$ cat src/rtl/mem_ctrl_pkg.sv
// mem_ctrl_pkg: shared definitions for the byte-serial memory controller.
//   - FSM state encodings (IDLE, IF_RD, D_RD, D_WR)
//   - d_len request codes (LEN_B / LEN_H / LEN_W)
//   - IO window base address (reads there have side effects, e.g. UART RX)
//   - len_bytes(): d_len code to burst length in bytes
package mem_ctrl_pkg;

   localparam logic [1:0] ST_IDLE  = 2'd0;
   localparam logic [1:0] ST_IF_RD = 2'd1;
   localparam logic [1:0] ST_D_RD  = 2'd2;
   localparam logic [1:0] ST_D_WR  = 2'd3;

   localparam logic [1:0] LEN_B = 2'd0;
   localparam logic [1:0] LEN_H = 2'd1;
   localparam logic [1:0] LEN_W = 2'd2;

   localparam logic [31:0] IO_BASE = 32'h0003_0000;

   // Codes 2 and 3 both mean a full word.
   function automatic logic [2:0] len_bytes(input logic [1:0] len);
      logic [2:0] n;
      case (len)
         LEN_B:   n = 3'd1;
         LEN_H:   n = 3'd2;
         default: n = 3'd4;
      endcase
      return n;
   endfunction

endpackage

$ cat src/rtl/mem_ctrl_rdbuf.sv
// mem_ctrl_rdbuf: read assembly buffer for one read port.
// Tracks the byte issued on the previous cycle (pending flag + byte index) and
// drops mem_din into the matching byte lane of a 32-bit word on the cycle after issue.
// Ports:
//   clk, rst     clock, asynchronous active-high reset
//   clr_i        clear the assembled word (new burst granted)
//   issue_i      a read of byte idx_i is on the bus this cycle
//   idx_i        byte lane of the issued read
//   discard_i    drop the pending byte instead of capturing it
//   mem_din_i    bus read data
//   word_o       assembled word including any byte captured this cycle
module mem_ctrl_rdbuf (
   input  logic        clk,
   input  logic        rst,
   input  logic        clr_i,
   input  logic        issue_i,
   input  logic [1:0]  idx_i,
   input  logic        discard_i,
   input  logic [7:0]  mem_din_i,
   output logic [31:0] word_o
);

   logic        pending_q, pending_d;
   logic [1:0]  idx_q, idx_d;
   logic [31:0] word_q, word_d;

   always_comb begin
      pending_d = issue_i;
      idx_d     = issue_i ? idx_i : idx_q;
      word_d    = clr_i ? 32'd0 : word_q;
      // Capture ignores rdy: the byte issued last cycle is on mem_din now.
      if (pending_q && !discard_i) begin
         word_d[{idx_q, 3'b000} +: 8] = mem_din_i;
      end
   end

   // Exposing the next value lets the final byte land in rdata on the done edge.
   assign word_o = word_d;

   always_ff @(posedge clk or posedge rst) begin
      if (rst) begin
         pending_q <= 1'b0;
         idx_q     <= 2'd0;
         word_q    <= 32'd0;
      end else begin
         pending_q <= pending_d;
         idx_q     <= idx_d;
         word_q    <= word_d;
      end
   end

endmodule

$ cat src/rtl/mem_ctrl.sv
// mem_ctrl: byte-serial memory controller and arbiter for the 8-bit RAM/IO bus.
// Serves instruction fetches (IF, fixed IF_LEN bytes) and data loads/stores (D, 1/2/4
// bytes) one byte per cycle. D has priority in IDLE; a running burst is never pre-empted.
// Reads have a 2-cycle latency: address in cycle k, mem_din valid in cycle k+1.
// Ports:
//   clk, rst                        clock, asynchronous active-high reset
//   rdy                             global ready, low freezes the controller
//   if_req/if_addr/if_cancel        fetch request, address, abandon
//   if_done/if_rdata                fetch completion pulse and word
//   d_req/d_we/d_len/d_addr/d_wdata data request
//   d_done/d_rdata                  data completion pulse and load word
//   mem_din/mem_dout/mem_a/mem_wr   byte bus; mem_a = 0 and mem_wr = 0 when idle
// Build option: define MEMCTRL_IF_CANCEL_EN to honour if_cancel; otherwise it is ignored.
module mem_ctrl
   import mem_ctrl_pkg::*;
#(
   parameter int unsigned ADDR_WIDTH = 32,
   parameter int unsigned IF_LEN     = 4
) (
   input  logic                  clk,
   input  logic                  rst,
   input  logic                  rdy,
   input  logic                  if_req,
   input  logic [ADDR_WIDTH-1:0] if_addr,
   input  logic                  if_cancel,
   output logic                  if_done,
   output logic [31:0]           if_rdata,
   input  logic                  d_req,
   input  logic                  d_we,
   input  logic [1:0]            d_len,
   input  logic [ADDR_WIDTH-1:0] d_addr,
   input  logic [31:0]           d_wdata,
   output logic                  d_done,
   output logic [31:0]           d_rdata,
   input  logic [7:0]            mem_din,
   output logic [7:0]            mem_dout,
   output logic [ADDR_WIDTH-1:0] mem_a,
   output logic                  mem_wr
);

   logic [1:0]            state_q, state_d;
   logic [2:0]            cnt_q, cnt_d;
   logic [2:0]            len_q, len_d;
   logic [ADDR_WIDTH-1:0] addr_q, addr_d;
   logic [31:0]           wdata_q, wdata_d;
   logic                  if_done_q, if_done_d;
   logic                  d_done_q, d_done_d;
   logic [31:0]           if_rdata_q, if_rdata_d;
   logic [31:0]           d_rdata_q, d_rdata_d;

   logic                  cancel;
   logic                  rd_issue;
   logic                  if_clr, d_clr;
   logic                  if_discard;
   logic [31:0]           if_word, d_word;

`ifdef MEMCTRL_IF_CANCEL_EN
   assign cancel = if_cancel;
`else
   logic unused_if_cancel;
   assign unused_if_cancel = if_cancel;
   assign cancel           = 1'b0;
`endif

   always_comb begin
      state_d    = state_q;
      cnt_d      = cnt_q;
      len_d      = len_q;
      addr_d     = addr_q;
      wdata_d    = wdata_q;
      if_done_d  = 1'b0;
      d_done_d   = 1'b0;
      if_rdata_d = if_rdata_q;
      d_rdata_d  = d_rdata_q;
      if_clr     = 1'b0;
      d_clr      = 1'b0;
      rd_issue   = 1'b0;
      if_discard = 1'b0;
      mem_a      = '0;
      mem_wr     = 1'b0;
      mem_dout   = 8'd0;

      // rdy low: nothing advances and nothing is issued.
      if (rdy) begin
         unique case (state_q)
            ST_IDLE: begin
               // A requester whose done is high this cycle is still holding its old request.
               if (d_req && !d_done_q) begin
                  addr_d  = d_addr;
                  len_d   = len_bytes(d_len);
                  wdata_d = d_wdata;
                  cnt_d   = 3'd0;
                  d_clr   = 1'b1;
                  state_d = d_we ? ST_D_WR : ST_D_RD;
               end else if (if_req && !if_done_q && !cancel) begin
                  addr_d  = if_addr;
                  len_d   = 3'(IF_LEN);
                  cnt_d   = 3'd0;
                  if_clr  = 1'b1;
                  state_d = ST_IF_RD;
               end
            end
            ST_IF_RD, ST_D_RD: begin
               if (state_q == ST_IF_RD && cancel) begin
                  if_discard = 1'b1;
                  state_d    = ST_IDLE;
               end else if (cnt_q == len_q) begin
                  // All bytes issued; the last one is being captured right now.
                  state_d = ST_IDLE;
                  if (state_q == ST_IF_RD) begin
                     if_done_d  = 1'b1;
                     if_rdata_d = if_word;
                  end else begin
                     d_done_d  = 1'b1;
                     d_rdata_d = d_word;
                  end
               end else begin
                  rd_issue = 1'b1;
                  mem_a    = addr_q + ADDR_WIDTH'(cnt_q);
                  cnt_d    = cnt_q + 3'd1;
               end
            end
            ST_D_WR: begin
               mem_wr   = 1'b1;
               mem_a    = addr_q + ADDR_WIDTH'(cnt_q);
               mem_dout = wdata_q[{cnt_q[1:0], 3'b000} +: 8];
               cnt_d    = cnt_q + 3'd1;
               if (cnt_q == len_q - 3'd1) begin
                  d_done_d = 1'b1;
                  state_d  = ST_IDLE;
               end
            end
         endcase
      end
   end

   always_ff @(posedge clk or posedge rst) begin
      if (rst) begin
         state_q    <= ST_IDLE;
         cnt_q      <= 3'd0;
         len_q      <= 3'd0;
         addr_q     <= '0;
         wdata_q    <= 32'd0;
         if_done_q  <= 1'b0;
         d_done_q   <= 1'b0;
         if_rdata_q <= 32'd0;
         d_rdata_q  <= 32'd0;
      end else begin
         state_q    <= state_d;
         cnt_q      <= cnt_d;
         len_q      <= len_d;
         addr_q     <= addr_d;
         wdata_q    <= wdata_d;
         if_done_q  <= if_done_d;
         d_done_q   <= d_done_d;
         if_rdata_q <= if_rdata_d;
         d_rdata_q  <= d_rdata_d;
      end
   end

   mem_ctrl_rdbuf u_if_buf (
      .clk       (clk),
      .rst       (rst),
      .clr_i     (if_clr),
      .issue_i   (rd_issue && (state_q == ST_IF_RD)),
      .idx_i     (cnt_q[1:0]),
      .discard_i (if_discard),
      .mem_din_i (mem_din),
      .word_o    (if_word)
   );

   mem_ctrl_rdbuf u_d_buf (
      .clk       (clk),
      .rst       (rst),
      .clr_i     (d_clr),
      .issue_i   (rd_issue && (state_q == ST_D_RD)),
      .idx_i     (cnt_q[1:0]),
      .discard_i (1'b0),
      .mem_din_i (mem_din),
      .word_o    (d_word)
   );

   assign if_done  = if_done_q;
   assign d_done   = d_done_q;
   assign if_rdata = if_rdata_q;
   assign d_rdata  = d_rdata_q;

endmodule
$ cat config.mk
export PLATFORM = sky130hd
export DESIGN_NAME = mem_ctrl
export DESIGN_NICKNAME = d
export VERILOG_FILES = /design/src/rtl/mem_ctrl_pkg.sv /design/src/rtl/mem_ctrl_rdbuf.sv /design/src/rtl/mem_ctrl.sv
export SDC_FILE = /design/constraint.sdc
export NUM_CORES = 1
export LEC_CHECK = 0
export ABC_AREA = 1
export BUFFER_PORTS_ARGS = -buffer_cell sky130_fd_sc_hd__buf_4
export CORE_ASPECT_RATIO = 0.9
export CORE_MARGIN = 2
export CORE_UTILIZATION = 38
export CTS_CLUSTER_DIAMETER = 40
export DETAILED_ROUTE_END_ITERATION = 8
export HOLD_SLACK_MARGIN = 0.03
export PLACE_DENSITY = 0.59
export SLEW_MARGIN = 15
export SYNTH_ARGS = -nofsm -noshare
export SYNTH_HDL_FRONTEND = slang
export SYNTH_SLANG_ARGS = --single-unit
$ cat constraint.sdc
create_clock -name clk -period 7.1 [get_ports clk]
set_input_delay 1.42 -clock clk [delete_from_list [all_inputs] [get_ports clk]]
set_output_delay 1.42 -clock clk [all_outputs]
set_load 0.01 [all_outputs]
==> qor.txt, run 1 <==
worst reg2reg path startpoint: d_done
placed insts: 1,819
Worst Hold Class: reg -> reg
Internal: 3.16 mW
P&R area growth vs syn: 29.3%
kind of critical path: reg -> out
Worst Setup Slack, final: 2.07 ns
largest family of logic cells by synthesized area: simple AND/OR/NAND/NOR gates
drt pass-1 iters: 6
# DRC: 0
commonest non-fill, non-tap cell in the layout: nand2_1
cells after synthesis: 1,291
n_diodes: 0
core box area: 0.0268 mm^2
Post-DP HPWL: 19.8 mm
final antenna-violating net count: 0
Worst setup EP type: primary output
leakage power: 6.84 nW
Die H: 160 um
All-Layer GR Usage: 0.203
worst r2r dst: wdata_q[14]
H-Tree Level Count: 2
pre-CTS WS: 2.46 ns
flops & latches, synth: 208
total vias in the final route: 9,215
Filler Cell Count: 2,690
mean post-synth cell area: 7.99 um^2
setup violators final: 0
hold-critical path depth: 2
Nets: 1,636
Clock power frac: 0.339
DIE AREA: 0.0285 mm^2
Via density: 4.90
Setup TNS Final: 0 ns
CP max FO: 15
post_cts resized: 0
Hold-fix buffers, CTS: 0
crit path from: cnt_q[1]
worst reg2reg setup slack: 3.71 ns
number of flops mapped to enable cells by yosys: 0
Mapped Area: 0.0103 mm^2
post-synthesis mux area share: 0
first-pass GRT wire length: 47.2 mm
ys async rst share: 1.00
post-synth cell types: 39
f_max: 0.199 GHz
RSZ-0062 raised after global routing: no
Seq/Total Area, Yosys: 0.504
Reg clk slew, reported paths: 0.05 ns
R2R depth: 6
initial core utilization: 0.385
Tot Pwr: 5.00 mW
WL/cell: 15.3 um
Util after Layout: 0.498
Req. time, crit path: 5.68 ns
pin count of the biggest net entering global routing: 84
initial antenna violation count: 0
adder-cell share of the synthesized area: 0.0262
Simple-Gate Fraction of Synth Area: 0.304
Worst Setup EP: mem_a[30]
final slew viol count: 0
I/O Pins: 220
# Max-Cap Violations: 0
Final GP Congestion: 0.868
yosys warns: 0
clock root cell: clkbuf_16
# port buffers: 218
layout cells sized above 1: 0.204
WL final: 28.7 mm
Longest Clk Path Bufs: 3
most frequent cells in the layout: 456 x nand2_1, 225 x buf_4, 208 x dfrtp_1
Setup Fix Bufs, Post-CTS: 0
CTS tree: yes
pwr/cell area: 375 mW/mm^2
die width: 178 um
final period utilization: 0.708
grt ovf: 0
DP Area: 0.0122 mm^2
Sw Ratio: 0.368
complex-gate fraction of the synthesized area: 0.0900
Max-slew headroom: 0.273
minimum clock period: 5.03 ns
outcome: complete, no violations
Peak supply drop: 0.000155 V
Sequential Power Share: 0.345
Sink Count: 208
P_sw: 1.84 mW
Clk Latency, worst-skew pair: 0.49 ns
Core Rows: 57
worst slew pin tran: 1.09 ns
Min Hold Slack: 0.469 ns
crit path launch type: flip-flop
vias in the first global route: 9,076
Final Instance Count excl. Fillers: 1,880
Post-Syn Nets: 1,425
Initial DRC Count: 528
XOR/XNOR share of the synthesized area: 0.0179
design area: 0.0133 mm^2
Comb pwr share: 0.316
Hold Fails Final Rpt: 0
Setup Skew: 0.0190 ns
ys flop type: dfrtp_1
arrival time at the worst endpoint: 3.61 ns
CTS Buf Count: 35
kinds of logic after synthesis:
logic type,after synthesis
adders and majority gates,21
DFF,208
xor gates and xnor gates,19
AOI/OAI and AO/OA,160
buffers and inverters,127
and+or+nand+nor,756
sequential cells by signal, summed over array words and instances (netlist names):
register / flops
wdata_q: 32
if_done: 1
state_q: 2
addr_q: 32
len_q: 3
cnt_q: 3
d_done: 1
u_if_buf.word_q: 32
u_if_buf.pending_q: 1
if_rdata: 32
u_if_buf.idx_q: 2
u_d_buf.idx_q: 2
u_d_buf.word_q: 32
d_rdata: 32
u_d_buf.pending_q: 1
cells in the mapped netlist (8+ instances only):
cell type  instances  share of area
a21oi_1           20         0.0097
nor2_1           141          0.051
o21ai_0           63          0.031
xor2_1             8         0.0068
buf_2             22          0.011
nor3_1             8         0.0039
buf_6              8         0.0087
o21a_1             8         0.0058
o31ai_1            8         0.0058
a31oi_1           32          0.019
dfrtp_1          208           0.50
nand2_1          457           0.17
xnor2_1           10         0.0085
o21ai_1           16         0.0078
ha_1              20          0.024
inv_1             70          0.025
o21ai_2            9         0.0076
nand3_1          124          0.060
clkbuf_1          13         0.0047
critical path: stages (launching register included):
cell	delay, ns
dfrtp_1	0.77
clkinv_1	0.57
fa_1	0.64
o21ai_0	0.26
nand3_1	0.18
nor2_1	0.24
nand3_1	0.13
a21oi_2	0.19
buf_4	0.15
routing by layer:
layer	track usage	up-vias	part of all wire
met5	0	-	0
met3	0.0433	47	0.064
met4	0.0544	0	0.022
li1	-	4608	-
met1	0.284	4294	0.46
met2	0.321	266	0.45
how the worst min path moves through the flow:
stage | start | end | slack, ns
global placement | wdata_q[3] | wdata_q[3] | 0.46
finish | d_rdata[2] | d_rdata[2] | 0.47
CTS | wdata_q[7] | wdata_q[7] | 0.47
floorplan | wdata_q[24] | wdata_q[24] | 0.44
detailed placement | d_rdata[6] | d_rdata[6] | 0.46
global route | if_rdata[5] | if_rdata[5] | 0.49
power by group through the flow:
stage	Combinational, mW	Sequential [mW]	Clock, mW
global route	1.80	1.76	1.79
finish	1.58	1.73	1.70
detailed placement	1.59	1.74	0
global placement	1.57	1.73	0
CTS	1.60	1.72	1.73
floorplan	1.13	1.66	0
layout make-up:
cell class | instances | area, um^2 | share of cell area
clock inverter | 16 | 208 | 0.0156
clock buffer | 45 | 973 | 0.0729
timing repair buffer | 225 | 1690 | 0.127
inverter | 76 | 289 | 0.0217
multi-input combinational | 956 | 4540 | 0.340
tap | 354 | 443 | 0.0332
sequential | 208 | 5200 | 0.390
Note: power is estimated with default switching activity, not from simulation.
==> run 2, diff against run 1 <==
clock period = 4.5 ns   (was 7.1 ns; I/O delays follow)
==> qor.txt, run 2 (synthesis results as in run 1) <==
placed insts: 1,823 (+0.22%)
Post-DP HPWL: 19.7 mm (-0.56%)
Peak supply drop: 0.000269 V (+73%)
Tot Pwr: 7.94 mW (+59%)
leakage power: 6.87 nW (+0.52%)
pin count of the biggest net entering global routing: 150 (+79%)
Final GP Congestion: 0.865 (-0.40%)
worst reg2reg setup slack: 1.36 ns (-2.35 ns)
Req. time, crit path: 3.60 ns (-2.08 ns)
DIE AREA: 0.0285 mm^2 (unchanged)
initial core utilization: 0.385 (unchanged)
Reg clk slew, reported paths: 0.06 ns (about the same)
first-pass GRT wire length: 46.8 mm (-0.75%)
most frequent cells in the layout: 456 x nand2_1, 228 x buf_4, 208 x dfrtp_1
max incr delay on CP: 0.64 ns (-0.13 ns)
initial antenna violation count: 0 (unchanged)
vias in the first global route: 8,941 (-1.5%)
# Max-Cap Violations: 0 (unchanged)
WL/cell: 15.3 um (-0.14%)
Via density: 4.88 (-0.43%)
layout cells sized above 1: 0.207 (+0.00298)
Sink Count: 208 (unchanged)
total vias in the final route: 9,210 (-0.054%)
Cell Chain, Critical Path: buf_4 -> clkinv_1 -> fa_1 -> o21ai_0 -> nand3_1 -> nor2_1 -> nand3_1 -> a21oi_2 -> buf_4
Critical-path top delay cell: fa_1
Clk Latency, worst-skew pair: 0.51 ns (+0.02 ns)
CTS Buf Count: 35 (unchanged)
Nets: 1,640 (+0.24%)
final period utilization: 0.916
drt pass-1 iters: 5 (-1)
Worst Setup Slack, final: 0.379 ns (-1.69 ns)
kind of critical path: reg -> out
f_max: 0.243 GHz
# DRC: 0 (unchanged)
grt ovf: 0 (unchanged)
Min Hold Slack: 0.469 ns (-0.000194 ns)
outcome: complete, no violations
minimum clock period: 4.12 ns
# port buffers: 218 (unchanged)
commonest non-fill, non-tap cell in the layout: nand2_1
All-Layer GR Usage: 0.203 (-0.000405)
Filler Cell Count: 2,714 (+0.89%)
Setup Fix Bufs, Post-CTS: 0 (unchanged)
CTS tree: yes
worst slew pin tran: 0.991 ns (-0.0981 ns)
Longest Clk Path Bufs: 3 (unchanged)
I/O Pins: 220 (unchanged)
die width: 178 um (unchanged)
H-Tree Level Count: 2 (unchanged)
Setup TNS Final: 0 ns (unchanged)
crit path launch type: flip-flop
WL final: 28.8 mm (+0.24%)
Final Instance Count excl. Fillers: 1,887 (+0.37%)
final slew viol count: 0 (unchanged)
pre-CTS WS: 0.871 ns (-1.59 ns)
Worst setup EP type: primary output
Max-slew headroom: 0.336 (+0.0621)
core box area: 0.0268 mm^2 (unchanged)
post_cts resized: 0 (unchanged)
arrival time at the worst endpoint: 3.22 ns (-0.39 ns)
clock root cell: clkbuf_16
Die H: 160 um (unchanged)
Hold-fix buffers, CTS: 0 (unchanged)
Core Rows: 57 (unchanged)
Setup Skew: 0.0217 ns (+0.00265 ns)
final antenna-violating net count: 0 (unchanged)
pwr/cell area: 592 mW/mm^2 (+58%)
n_diodes: 0 (unchanged)
Worst Hold Class: reg -> reg
Initial DRC Count: 581 (+10%)
RSZ-0062 raised after global routing: no
CP max FO: 15 (unchanged)
P&R area growth vs syn: 30.0%
setup violators final: 0 (unchanged)
Hold Fails Final Rpt: 0 (unchanged)
==> run 2: area by class of cell <==
cell class	count	area, um^2	area share
flip-flops and latches	208	5200	0.388
multi-input cells	956	4530	0.338
repair buffers	229	1730	0.129
clock buffers	46	988	0.0737
well taps	354	443	0.0330
inverters	76	289	0.0215
clock inverters	18	224	0.0167
==> run 2: worst paths after layout <==
kind                             startpoint           end  depth (start not counted)
worst max register to register   state_q[0]    wdata_q[9]                          7
max in group asynchronous               rst    addr_q[28]                          3
worst max-delay path               cnt_q[1]     mem_a[30]                          9
worst min register to register  if_rdata[4]   if_rdata[4]                          2
min in group asynchronous               rst  if_rdata[15]                          3
worst min-delay path            if_rdata[4]   if_rdata[4]                          2
==> run 2: critical path, delay by kind of cell (launching register included) <==
kind | cells | cell delay [ns]
buffers and inverters | 3 | 0.79
adder cells (fa/ha/maj) | 1 | 0.64
AND/OR/NAND/NOR | 3 | 0.58
AO/OA/AOI/OAI | 2 | 0.42
flip-flops | 1 | 0.31
==> run 2: stage by stage <==
step,area [um^2],util
2_1_floorplan,10300,-
4_1_cts,13400,0.500
6_report,13400,0.500
3_3_place_gp,12200,0.455
5_1_grt,13400,0.500
3_5_place_dp,12200,0.455
==> run 2: power by group <==
group	internal (mW)	leakage (nW)	switching (mW)
logic	0.932	3.53	1.59
registers	2.31	2.75	0.389
clock network	1.78	0.590	0.930
total	5.03	6.87	2.91
==> run 2: metal layers <==
| layer | vias up | GRT usage | part of all wire |
|---|---|---|---|
| li1 | 4623 | - | - |
| met1 | 4297 | 0.286 | 0.47 |
| met2 | 259 | 0.317 | 0.46 |
| met3 | 31 | 0.0455 | 0.061 |
| met4 | 0 | 0.0503 | 0.017 |
| met5 | - | 0 | 0 |
